## src/rtl/timer_multichannel_us_if.sv

```systemverilog
// Command and status bundle of the multi-channel delay timer: load/abort commands in,
// shared tick plus per-channel busy/done status out.
interface timer_multichannel_us_if #(
    parameter int  CHANNELS = 4,
    parameter int  COUNT_W  = 32,
    localparam int CH_W     = (CHANNELS > 1) ? $clog2(CHANNELS) : 1
);
    logic                load;
    logic [CH_W-1:0]     load_ch;
    logic [COUNT_W-1:0]  load_value;
    logic                load_periodic;
    logic                abort;
    logic [CH_W-1:0]     abort_ch;
    logic                tick;
    logic [CHANNELS-1:0] busy;
    logic [CHANNELS-1:0] done;
    logic                done_any;

    modport master (
        output load, load_ch, load_value, load_periodic, abort, abort_ch,
        input  tick, busy, done, done_any
    );

    modport slave (
        input  load, load_ch, load_value, load_periodic, abort, abort_ch,
        output tick, busy, done, done_any
    );
endinterface

```

## src/rtl/timer_multichannel_us.sv

```systemverilog
// Multi-channel down-counting delay timer sharing one tick prescaler; each channel is
// one-shot or periodic and raises a registered 1-cycle done pulse on expiry.
module timer_multichannel_us #(
    parameter int CLOCK_FREQUENCY_HZ = 200000000,
    parameter int TICK_HZ            = 1000000,
    parameter int CHANNELS           = 4,
    parameter int COUNT_W            = 32
) (
    input logic                    clk,
    input logic                    rst_n,
    timer_multichannel_us_if.slave bus
);
    localparam int DIV_RAW = CLOCK_FREQUENCY_HZ / TICK_HZ;
    localparam int DIV     = (DIV_RAW < 1) ? 1 : DIV_RAW;
    localparam int PS_W    = (DIV > 1) ? $clog2(DIV) : 1;
    localparam logic [PS_W-1:0] PS_LAST = PS_W'(DIV - 1);

    typedef enum logic {ST_IDLE, ST_RUN} ch_state_e;

    logic [PS_W-1:0]     ps_q, ps_d;
    logic                tick_q, tick_d;
    ch_state_e           state_q  [CHANNELS];
    ch_state_e           state_d  [CHANNELS];
    logic [COUNT_W-1:0]  count_q  [CHANNELS];
    logic [COUNT_W-1:0]  count_d  [CHANNELS];
    logic [COUNT_W-1:0]  reload_q [CHANNELS];
    logic [COUNT_W-1:0]  reload_d [CHANNELS];
    logic [CHANNELS-1:0] periodic_q, periodic_d;
    logic [CHANNELS-1:0] done_q, done_d;
    logic                done_any_q, done_any_d;
    logic [CHANNELS-1:0] load_hit, abort_hit, busy;

    // tick_q is registered so it is 0 during reset and lines up with ps_q == DIV-1.
    always_comb begin
        ps_d   = (ps_q == PS_LAST) ? '0 : ps_q + PS_W'(1);
        tick_d = (ps_d == PS_LAST);
    end

    // Out-of-range channel numbers never match any i, so such commands fall through.
    always_comb begin
        load_hit  = '0;
        abort_hit = '0;
        for (int i = 0; i < CHANNELS; i++) begin
            load_hit[i]  = bus.load  && (int'(bus.load_ch)  == i);
            abort_hit[i] = bus.abort && (int'(bus.abort_ch) == i);
        end
    end

    always_comb begin
        // NOTE: every _d gets its hold value first so no path through the branches infers a latch.
        done_d     = '0;
        periodic_d = periodic_q;
        for (int i = 0; i < CHANNELS; i++) begin
            state_d[i]  = state_q[i];
            count_d[i]  = count_q[i];
            reload_d[i] = reload_q[i];
            if (abort_hit[i]) begin
                state_d[i] = ST_IDLE;
                count_d[i] = '0;
            end else if (load_hit[i]) begin
                if (bus.load_value == '0) begin
                    state_d[i] = ST_IDLE;
                    count_d[i] = '0;
                end else begin
                    state_d[i]    = ST_RUN;
                    count_d[i]    = bus.load_value;
                    reload_d[i]   = bus.load_value;
                    periodic_d[i] = bus.load_periodic;
                end
            end else if (state_q[i] == ST_RUN && tick_q && count_q[i] != '0) begin
                if (count_q[i] == COUNT_W'(1)) begin
                    done_d[i] = 1'b1;
                    if (periodic_q[i]) begin
                        count_d[i] = reload_q[i];
                    end else begin
                        state_d[i] = ST_IDLE;
                        count_d[i] = '0;
                    end
                end else begin
                    count_d[i] = count_q[i] - COUNT_W'(1);
                end
            end
        end
        done_any_d = |done_d;
    end

    // NOTE: sequential state uses non-blocking assignments so every flop samples pre-edge values.
    always_ff @(posedge clk) begin
        if (!rst_n) begin
            ps_q       <= '0;
            tick_q     <= 1'b0;
            periodic_q <= '0;
            done_q     <= '0;
            done_any_q <= 1'b0;
            // NOTE: per-channel arrays are a handful of flops, not RAM, so they reset like any state.
            for (int i = 0; i < CHANNELS; i++) begin
                state_q[i]  <= ST_IDLE;
                count_q[i]  <= '0;
                reload_q[i] <= '0;
            end
        end else begin
            ps_q       <= ps_d;
            tick_q     <= tick_d;
            periodic_q <= periodic_d;
            done_q     <= done_d;
            done_any_q <= done_any_d;
            for (int i = 0; i < CHANNELS; i++) begin
                state_q[i]  <= state_d[i];
                count_q[i]  <= count_d[i];
                reload_q[i] <= reload_d[i];
            end
        end
    end

    always_comb begin
        busy = '0;
        for (int i = 0; i < CHANNELS; i++) begin
            busy[i] = (state_q[i] == ST_RUN);
        end
    end

    assign bus.tick     = tick_q;
    assign bus.busy     = busy;
    assign bus.done     = done_q;
    assign bus.done_any = done_any_q;
endmodule

```

## src/flat_wrapper.sv

```systemverilog
// flat-port wrapper written by rule: the top's interface ports become plain ports
module timer_multichannel_us_flat 
#(
    parameter int CLOCK_FREQUENCY_HZ = 200000000,
    parameter int TICK_HZ            = 1000000,
    parameter int CHANNELS           = 4,
    parameter int COUNT_W            = 32
)
  (clk, rst_n, bus_load, bus_load_ch, bus_load_value, bus_load_periodic, bus_abort, bus_abort_ch, bus_tick, bus_busy, bus_done, bus_done_any);
  timer_multichannel_us_if #(.CHANNELS(CHANNELS), .COUNT_W(COUNT_W)) bus_i ();
  input logic clk;
  input logic rst_n;
  input wire logic [$bits(bus_i.load)-1:0] bus_load;
  input wire logic [$bits(bus_i.load_ch)-1:0] bus_load_ch;
  input wire logic [$bits(bus_i.load_value)-1:0] bus_load_value;
  input wire logic [$bits(bus_i.load_periodic)-1:0] bus_load_periodic;
  input wire logic [$bits(bus_i.abort)-1:0] bus_abort;
  input wire logic [$bits(bus_i.abort_ch)-1:0] bus_abort_ch;
  output wire logic [$bits(bus_i.tick)-1:0] bus_tick;
  output wire logic [$bits(bus_i.busy)-1:0] bus_busy;
  output wire logic [$bits(bus_i.done)-1:0] bus_done;
  output wire logic [$bits(bus_i.done_any)-1:0] bus_done_any;
  assign bus_i.load = bus_load;
  assign bus_i.load_ch = bus_load_ch;
  assign bus_i.load_value = bus_load_value;
  assign bus_i.load_periodic = bus_load_periodic;
  assign bus_i.abort = bus_abort;
  assign bus_i.abort_ch = bus_abort_ch;
  assign bus_tick = bus_i.tick;
  assign bus_busy = bus_i.busy;
  assign bus_done = bus_i.done;
  assign bus_done_any = bus_i.done_any;
  timer_multichannel_us #(.CLOCK_FREQUENCY_HZ(CLOCK_FREQUENCY_HZ), .TICK_HZ(TICK_HZ), .CHANNELS(CHANNELS), .COUNT_W(COUNT_W)) u_core (.clk(clk), .rst_n(rst_n), .bus(bus_i));
endmodule
```

## config.mk

```make
export PLATFORM = sky130hd
export DESIGN_NAME = timer_multichannel_us_flat
export DESIGN_NICKNAME = d
export VERILOG_FILES = /design/src/rtl/timer_multichannel_us_if.sv /design/src/rtl/timer_multichannel_us.sv /design/src/flat_wrapper.sv
export SDC_FILE = /design/constraint.sdc
export NUM_CORES = 1
export LEC_CHECK = 0
export ABC_AREA = 1
export CAP_MARGIN = 40
export CORE_MARGIN = 1
export CORE_UTILIZATION = 55
export CTS_BUF_LIST = sky130_fd_sc_hd__clkbuf_4 sky130_fd_sc_hd__clkbuf_8
export DETAILED_ROUTE_END_ITERATION = 8
export HOLD_SLACK_MARGIN = 0.02
export PLACE_DENSITY_LB_ADDON = 0.08
export SLEW_MARGIN = 20
export SYNTH_ARGS = -nofsm -noshare
export SYNTH_HDL_FRONTEND = slang
export SYNTH_SLANG_ARGS = --single-unit
```

## constraint.sdc

```tcl
create_clock -name clk -period 1.8 [get_ports clk]
set_input_delay 0.36 -clock clk [delete_from_list [all_inputs] [get_ports clk]]
set_output_delay 0.36 -clock clk [all_outputs]
set_load 0.02 [all_outputs]
```

---- Word level (Yosys, flattened, before mapping) ----
Memory sizes are Yosys's and may differ from the RTL's.
Cells that the tools add are included.
storage, ports and cells
  register bits after elaboration ......... 18
  word-level logic and storage cells ...... 158
  bits in writable memories ............... 260
  memories ................................ 3
memories
  memory           depth  width  read ports  clocked after Yosys merged registers in  write ports  line                         text
  u_core.count_q   4      32     4           0                                        4            timer_multichannel_us.sv:24  logic [COUNT_W-1:0] count_q [CHANNELS];
  u_core.reload_q  4      32     4           0                                        4            timer_multichannel_us.sv:26  logic [COUNT_W-1:0] reload_q [CHANNELS];
  u_core.state_q   4      1      4           0                                        4            timer_multichannel_us.sv:22  ch_state_e state_q [CHANNELS];
cells by class
  equality and inequality tests ........... 12
  add/sub/neg operators ................... 5
  bitwise gates (word level) .............. 17
  multiplexer cells ....................... 85
  reductions and logical operators ........ 28
operator list
  operator               number
  $mux 32                41
  $eq 32x1->1 const B    4
  $reduce_bool 32->1     4
  $sub 32x1->32 const B  4
  $mux 1                 43
  $logic_not 32->1       1
  $eq 8x8->1 const B     2
  $logic_and 1x1->1      16
  $or 1x1->1             12
  $reduce_and 3->1       4
  $add 8x1->8 const B    1
  $eq 2x2->1 const B     4
  $mux 8                 1
  $not 1->1              5
  $eq 2x1->1 const B     2
  $logic_not 2->1        2
  $reduce_or 4->1        1

---- Longest topological paths before layout ----
Gate-level depths: netlist of run 1.
  depth after elaboration ................. 6
  mapped depth ............................ 13

---- Least setup slack after synthesis of run 1 ----
No wires, ideal clock.
  path type ............................... register to register
  start ................................... memory u_core.count_q[0][1]
  end ..................................... memory u_core.count_q[0][11]
  required time ........................... 1.672 ns
  stages on the path, launching flop included .. 12
  path buffers ............................ 1
  data arrival time ....................... 1.534 ns
  library setup time ...................... 0.128 ns
  setup slack ............................. 0.139 ns
  path through ............................ dfxtp_1 > inv_1 > ha_1 > nor3b_1 > nand2_1 > nor2_1 > nand2_2 > buf_2 > nand2_1 > nand2_1 > a21oi_1 > nor2_1
RTL lines
  item             line
  start, declared  timer_multichannel_us.sv:24

==> flow_summary.toml, run 1 <==
[sta]
drv_slew = 0
period_share_pct = 103.1
setup_violations = 25
skew_ns = 0.02976
rsz0062_at_grt = "true"
layout_setup_ws_ns = -0.05555
max_freq_ghz = 0.5389
tightest_slew_ns = 0.5997
hold_viol = 0
fin_hold_ws_ns = 0.2660
relSlewSlack_pct = 60.02
fin_crit_ns = 1.856

[placement]
place_ws_ns = -0.5065
dpl.hpwl_mm = 49.24
io_buffers = 50
gp_congestion = 1.036

[yosys]
ys.flop_type = "dfxtp_1"
synth_top_area_share_pct = 32.55
ys_warn_count = 0
async_reset_ff_share_pct = 0
synth_largest_area_cell = "dfxtp_1"
synthesis.area_um2 = 17100
yosys-top-cells-count = "nand2_1 (852), nor2_1 (434), nand3_1 (319)"
synthCells = 2796
syn_area_per_cell_um2 = 6.115
synth_cell_types = 42
synth_area_leaders = "dfxtp_1 (33%), nand2_1 (19%), nor2_1 (9.5%)"
synth_edf_count = 0
synth_fp_nets = 2851
synth_most_common_cell = "nand2_1"
ys_ff_latch = 278
synth_seq_area_share_pct = 32.55

[worst_setup_path]
crit_fanout = 7
worst-path-buf-inv = 4
slowest_delay_ns = 0.34
crit_path_cell_trace = "inv_2 > ha_4 > inv_1 > nor2_2 > nand3_4 > nor2_2 > nor2_2 > nor2_4 > buf_6 > buf_12 > a21oi_1 > a21oi_1"
crit_required_ns = 2.31
crit_arrival_ns = 2.37
critPathKind = "reg2reg"
end_kind = "register"
reg2reg_depth = 12
path_common_cell = "nor2_2"
start_kind = "register"
ff2ff_setup_slack_ns = -0.06
reg2reg_to = "u_core.count_q[0][101]$_SDFFE_PP0P_"
r2r-start = "u_core.count_q[0][96]$_SDFFE_PP0P_"
cpMaxStageDelayCell = "dfxtp_2"
crit_family = "simple AND/OR/NAND/NOR gates"

[cts]
ctsHoldBuffers = 0
cts_buffer_depth = 3
cts_inserted_buffers = 48
clock_latency_ns = 0.61
cts_root_buf = "clkbuf_8"
path_clk_slew_ns = 0.07
htreeDepth = 2
cts_sinks = 278
cts_tree = "built"

[pwr]
leakagePower_nw = 11.46
power_density_nw_per_um2 = 763.8
vdd_drop_max_v = 0.0007274

[global_routing]
grt_pass1_vias = 19350
grt_pass1_wl_mm = 102.1
grt_max_degree = 47
track_usage_pct = 41.60
antenna_found_initial = 1
grt_overflow = 0

[layout]
diodes = 0
synthToLayoutAreaGrowth_pct = 40.25
drive_gt1_share_pct = 28.31
layout.nets = 3300

[floorplan]
die_w_um = 178.3
rows = 64
ioPinCount = 51
initial_core_util_pct = 55.90
dieArea_um2 = 31800
die_h_um = 178.3
coreArea_um2 = 30590

[drt]
drtIter0Drc = 2496
drc = 0
firstDrtPassIters = 8
wirelength_mm = 71.97
vias = 21580
wl_per_cell_um = 19.57
ant_nets = 0
viasPerCell = 5.868

[flow_run]
drv_cap = 0

[outcome]
violations = "setup timing"
status = "finished, violations left"

[hold_path]
holdPathStages = 4
worstHoldEndpoint = "u_core.reload_q[2][2]$_SDFFE_PN0P_"
worstHoldStart = "rst_n"
holdCritPathClass = "in2reg"
-- worst max-delay path by stage --
stage / from / depth (start not counted) / end / slack [ns]
floorplan: u_core.count_q[0][1]$_SDFFE_PP0P_ / 11 / u_core.count_q[0][11]$_SDFFE_PP0P_ / 0.14
global placement: bus_load_value[12] / 11 / u_core.reload_q[1][14]$_SDFFE_PN0P_ / -0.49
detailed placement: bus_load_value[12] / 11 / u_core.reload_q[0][18]$_SDFFE_PN0P_ / -0.51
CTS: u_core.count_q[0][110]$_SDFFE_PP0P_ / 11 / u_core.count_q[0][115]$_SDFFE_PP0P_ / -0.03
global route: u_core.count_q[0][3]$_SDFFE_PP0P_ / 13 / u_core.count_q[0][24]$_SDFFE_PP0P_ / -0.17
finish: u_core.count_q[0][96]$_SDFFE_PP0P_ / 12 / u_core.count_q[0][101]$_SDFFE_PP0P_ / -0.06
-- state kept, by name, summed over array words and instances (netlist names) --
signal               count
u_core.bus.done          4
u_core.bus.done_any      1
u_core.bus.tick          1
u_core.count_q         128
u_core.periodic_q        4
u_core.ps_q              8
u_core.reload_q        128
u_core.state_q           4
-- routing by layer --
| metal | track usage (%) | share of wire [%] |
|---|---|---|
| met2 | 66.89 | 45 |
| met4 | 26.45 | 7.1 |
| met3 | 8.525 | 11 |
| met5 | 0 | 0 |
| met1 | 50.52 | 37 |
-- through the flow --
stage	total power [W]	cells	utilization, %	cell area (µm²)	setup TNS, ns
floorplan	0.009369	2796	-	17100	0
global placement	0.01115	3524	68.25	20880	-88.58
detailed placement	0.01125	3524	68.25	20880	-97.61
CTS	0.01750	3621	72.67	22230	-0.03785
global route	0.01903	3678	78.40	23980	-7.910
finish	0.01832	3678	78.40	23980	-0.4930
-- cells in the final DEF (no fill, tap or decap), drive strengths merged --
| cell type | Yosys | final |
|---|---|---|
| nand4 | 33 | 33 |
| and2 | 1 | 1 |
| o21ai | 145 | 145 |
| nor2 | 466 | 466 |
| o21a | 1 | 1 |
| inv | 184 | 183 |
| buf | 70 | 472 |
| xor2 | 37 | 37 |
| xnor2 | 21 | 21 |
| nor3b | 1 | 1 |
| o22ai | 7 | 7 |
| nor4 | 1 | 1 |
| nand2 | 863 | 863 |
| dfxtp | 278 | 278 |
| clkinv | 2 | 12 |
| clkinvlp | 0 | 2 |
| nand3b | 2 | 2 |
| ha | 14 | 14 |
| dlygate4sd2 | 0 | 9 |
| a21oi | 234 | 234 |
| nor3 | 13 | 13 |
| o21bai | 23 | 23 |
| clkdlybuf4s50 | 0 | 39 |
| clkdlybuf4s15 | 0 | 1 |
| clkbuf | 64 | 88 |
| a31o | 1 | 1 |
| nand3 | 333 | 333 |
| a21boi | 1 | 1 |
| or2 | 1 | 1 |
-- power breakdown --
part           switching, W  total (W)  leakage (nW)  internal (W)
clock network       0.00286    0.00628         0.549       0.00342
logic               0.00327    0.00547          8.64       0.00220
registers          0.000188    0.00656          2.27       0.00638
total               0.00632     0.0183          11.5        0.0120
-- tightest hold or removal path, stage by stage --
cell and delay, ns:
buf_2 0.14, clkinv_2 0.07, buf_4 0.19, a21oi_1 0.05
-- timing repair --
| item | CTS | global route |
|---|---|---|
| pin swaps | 15 | 137 |
| cloned | 2 | 16 |
| endpoints found under the setup margin | 139 | 170 |
| gates resized for setup | 81 | 383 |
| setup buffers | 8 | 42 |
-- cell type report --
type | instances | area, µm²
clock buffer | 77 | 972.2
sequential | 278 | 5607
inverter | 186 | 721.9
fill | 2325 | 6609
multi-input combinational | 2198 | 11220
tap | 396 | 495.5
timing repair buffer | 532 | 4897
clock inverter | 10 | 55.05
timing repair inverter | 1 | 8.758
-- cells by family (layout without fill, tap and decap cells) --
logic type,Yosys count,after routing,synth area share (%)
simple gates,1714,1714,42.37
compound gates,412,412,12.91
buf+inv,320,806,8.181
flops,278,278,32.55
xor+xnor,58,58,2.971
fa+ha+maj,14,14,1.024
Power figures use the tool's default switching activity.
==> run 2, diff against run 1 <==
--- a/config.mk
+++ b/config.mk
@@ -13,7 +13,6 @@
 export DETAILED_ROUTE_END_ITERATION = 8
 export HOLD_SLACK_MARGIN = 0.02
 export PLACE_DENSITY_LB_ADDON = 0.08
-export SLEW_MARGIN = 20
 export SYNTH_ARGS = -nofsm -noshare
 export SYNTH_HDL_FRONTEND = slang
 export SYNTH_SLANG_ARGS = --single-unit
==> results of run 2 <==
No change in the layout: final DEF, timing and power equal those of run 1.
==> variant, RTL diff (flow settings as in run 2) <==
`ps_q` no longer has a reset. Comments in the files are not updated.
--- a/src/rtl/timer_multichannel_us.sv
+++ b/src/rtl/timer_multichannel_us.sv
@@ -87,7 +87,6 @@
     // NOTE: sequential state uses non-blocking assignments so every flop samples pre-edge values.
     always_ff @(posedge clk) begin
         if (!rst_n) begin
-            ps_q       <= '0;
             tick_q     <= 1'b0;
             periodic_q <= '0;
             done_q     <= '0;
@@ -99,7 +98,6 @@
                 reload_q[i] <= '0;
             end
         end else begin
-            ps_q       <= ps_d;
             tick_q     <= tick_d;
             periodic_q <= periodic_d;
             done_q     <= done_d;
@@ -110,6 +108,10 @@
                 reload_q[i] <= reload_d[i];
             end
         end
+    end
+
+    always_ff @(posedge clk) begin
+        ps_q <= ps_d;
     end
 
     always_comb begin
Check against the original RTL: same outputs for any inputs over 4 cycles, from zero or initial values and one cycle with rst_n low; that may be too few to reach the edited logic, so the function may still have changed.
==> variant against run 2 <==
  * The run still ends with setup timing left
  * Sequential cell count is the same
  * Wire length shrank 2.5%
  * Count of clock-buffer cells in the layout shrank 2
  * Cell area shrank 3.3%
  * Clock power grew 1%
  * Die area is essentially flat
  * Synthesized area is essentially flat
  * Setup slack lost 25 ps
  * Total power shrank 0.74%
==> variant: results (changes against run 2) <==
- Run status: finished, violations left
- Violations in the final reports: setup timing
- Number of buffers created by CTS: 49 (+2.1%)
- CLK BUF: 75 (-2.6%)
- Filler-free cell count of the finished design: 3642 (-0.98%)
- Number of nets in the finished design: 3266 (-1.0%)
- Synthesized-area fraction occupied by adder cells: 1.02% (about the same)
- Fraction of area in registers: 24.1% (+0.75 points)
- Clk_lat worst skew: 650 ps (+40 ps)
- Inverter count of the layout excluding clock inverters: 216 (+16%)
- Dominant delay contributor by cell family on the critical path: buffers and inverters
- Total of endpoints with negative setup slack in the final report: 25 (unchanged)
- Initial antenna violation count: 0 (-1)
- Fin worst setup slack: -80.5 ps (-25.0 ps)
- Cells after synthesis: 2836 (+1.4%)
- Share of final-layout standard cells stronger than drive strength 1: 24.5% (-3.8 points)
- Global-route wire length before repair: 102000 µm (+0.23%)
- Worst-margin pin slew: 686 ps (+86.3 ps)
- Max Fanout on Critical Path: 2 (-5)
- Via count of the first global-routing pass: 19000 (-1.5%)
- Share of synthesized area occupied by flip-flops and latches: 32.6% (about the same)
- Worst Skew: 14.4 ps (-15.4 ps)
- Final non-clock buffer share: 18.7% (-1.7 points)
- Total placed instance area: 0.0207 mm² (-1.0%)
- Routability congestion estimate: 0.990 (-4.4%)
- Area fraction in compound gates after synthesis: 13.2% (+0.28 points)
- Post-Place Setup Slack: -797 ps (-291 ps)
- Number of nets in the synthesized netlist: 2891 (+1.4%)
- Cell count of the worst reg-to-reg path: 11 (-1)
- Xor-xnor portion of the synthesized cell area: 2.46% (-0.51 points)
- Wire length reported by the detailed router: 70200 µm (-2.5%)
- Starting DRC count in detailed routing: 2398 (-3.9%)
- Worst hold slack: 93.8 ps (-172 ps)
- Largest voltage drop on the vdd net: 0.000725 V (-0.31%)
- Standby leakage power: 11.0 nW (-3.7%)
- Critical path launch point: u_core.count_q[0][115]
## variant: stage by stage
| stage | util, % | power (W) |
|---|---|---|
| 2_1_floorplan | - | 0.00934 |
| 3_3_place_gp | 67.6 | 0.0111 |
| 3_5_place_dp | 67.6 | 0.0112 |
| 4_1_cts | 71.7 | 0.0176 |
| 5_1_grt | 75.8 | 0.0189 |
| 6_report | 75.8 | 0.0182 |
## variant: cells by family after synthesis
kind of cell / Yosys count
flip-flops: 278
AO/OA/AOI/OAI: 431
buffers and inverters: 360
AND/OR/NAND/NOR: 1705
XOR/XNOR: 48
adder cells (fa/ha/maj): 14
## variant: worst max path at each step
stage	to	depth (start not counted)
6_report	u_core.bus.done[3]	11
3_5_place_dp	u_core.reload_q[2][3]	10
2_1_floorplan	u_core.count_q[0][55]	11
3_3_place_gp	u_core.reload_q[2][2]	10
4_1_cts	u_core.count_q[0][1]	12
5_1_grt	u_core.count_q[0][112]	11
## variant: power by group
group / switching [W] / total [W] / internal (W)
registers: 0.000168 / 0.00654 / 0.00637
logic: 0.00322 / 0.00527 / 0.00205
clock network: 0.00289 / 0.00637 / 0.00349
total: 0.00628 / 0.0182 / 0.0119
## variant: what timing repair did
| item | in CTS | in global routing |
|---|---|---|
| buffers inserted | 8 | 24 |
| setup endpoints to repair | 265 | 265 |
| gates cloned | 0 | 8 |
| resized for setup | 73 | 300 |
| pin swaps | 16 | 69 |
## variant: metal layers
metal | track usage [%] | share of wire (%) | vias up
met5 | 0 | 0 | -
met4 | 26.5 | 7.0 | 0
met3 | 7.80 | 10 | 309
met2 | 64.0 | 44 | 1245
met1 | 53.8 | 39 | 9868
li1 | - | - | 9883
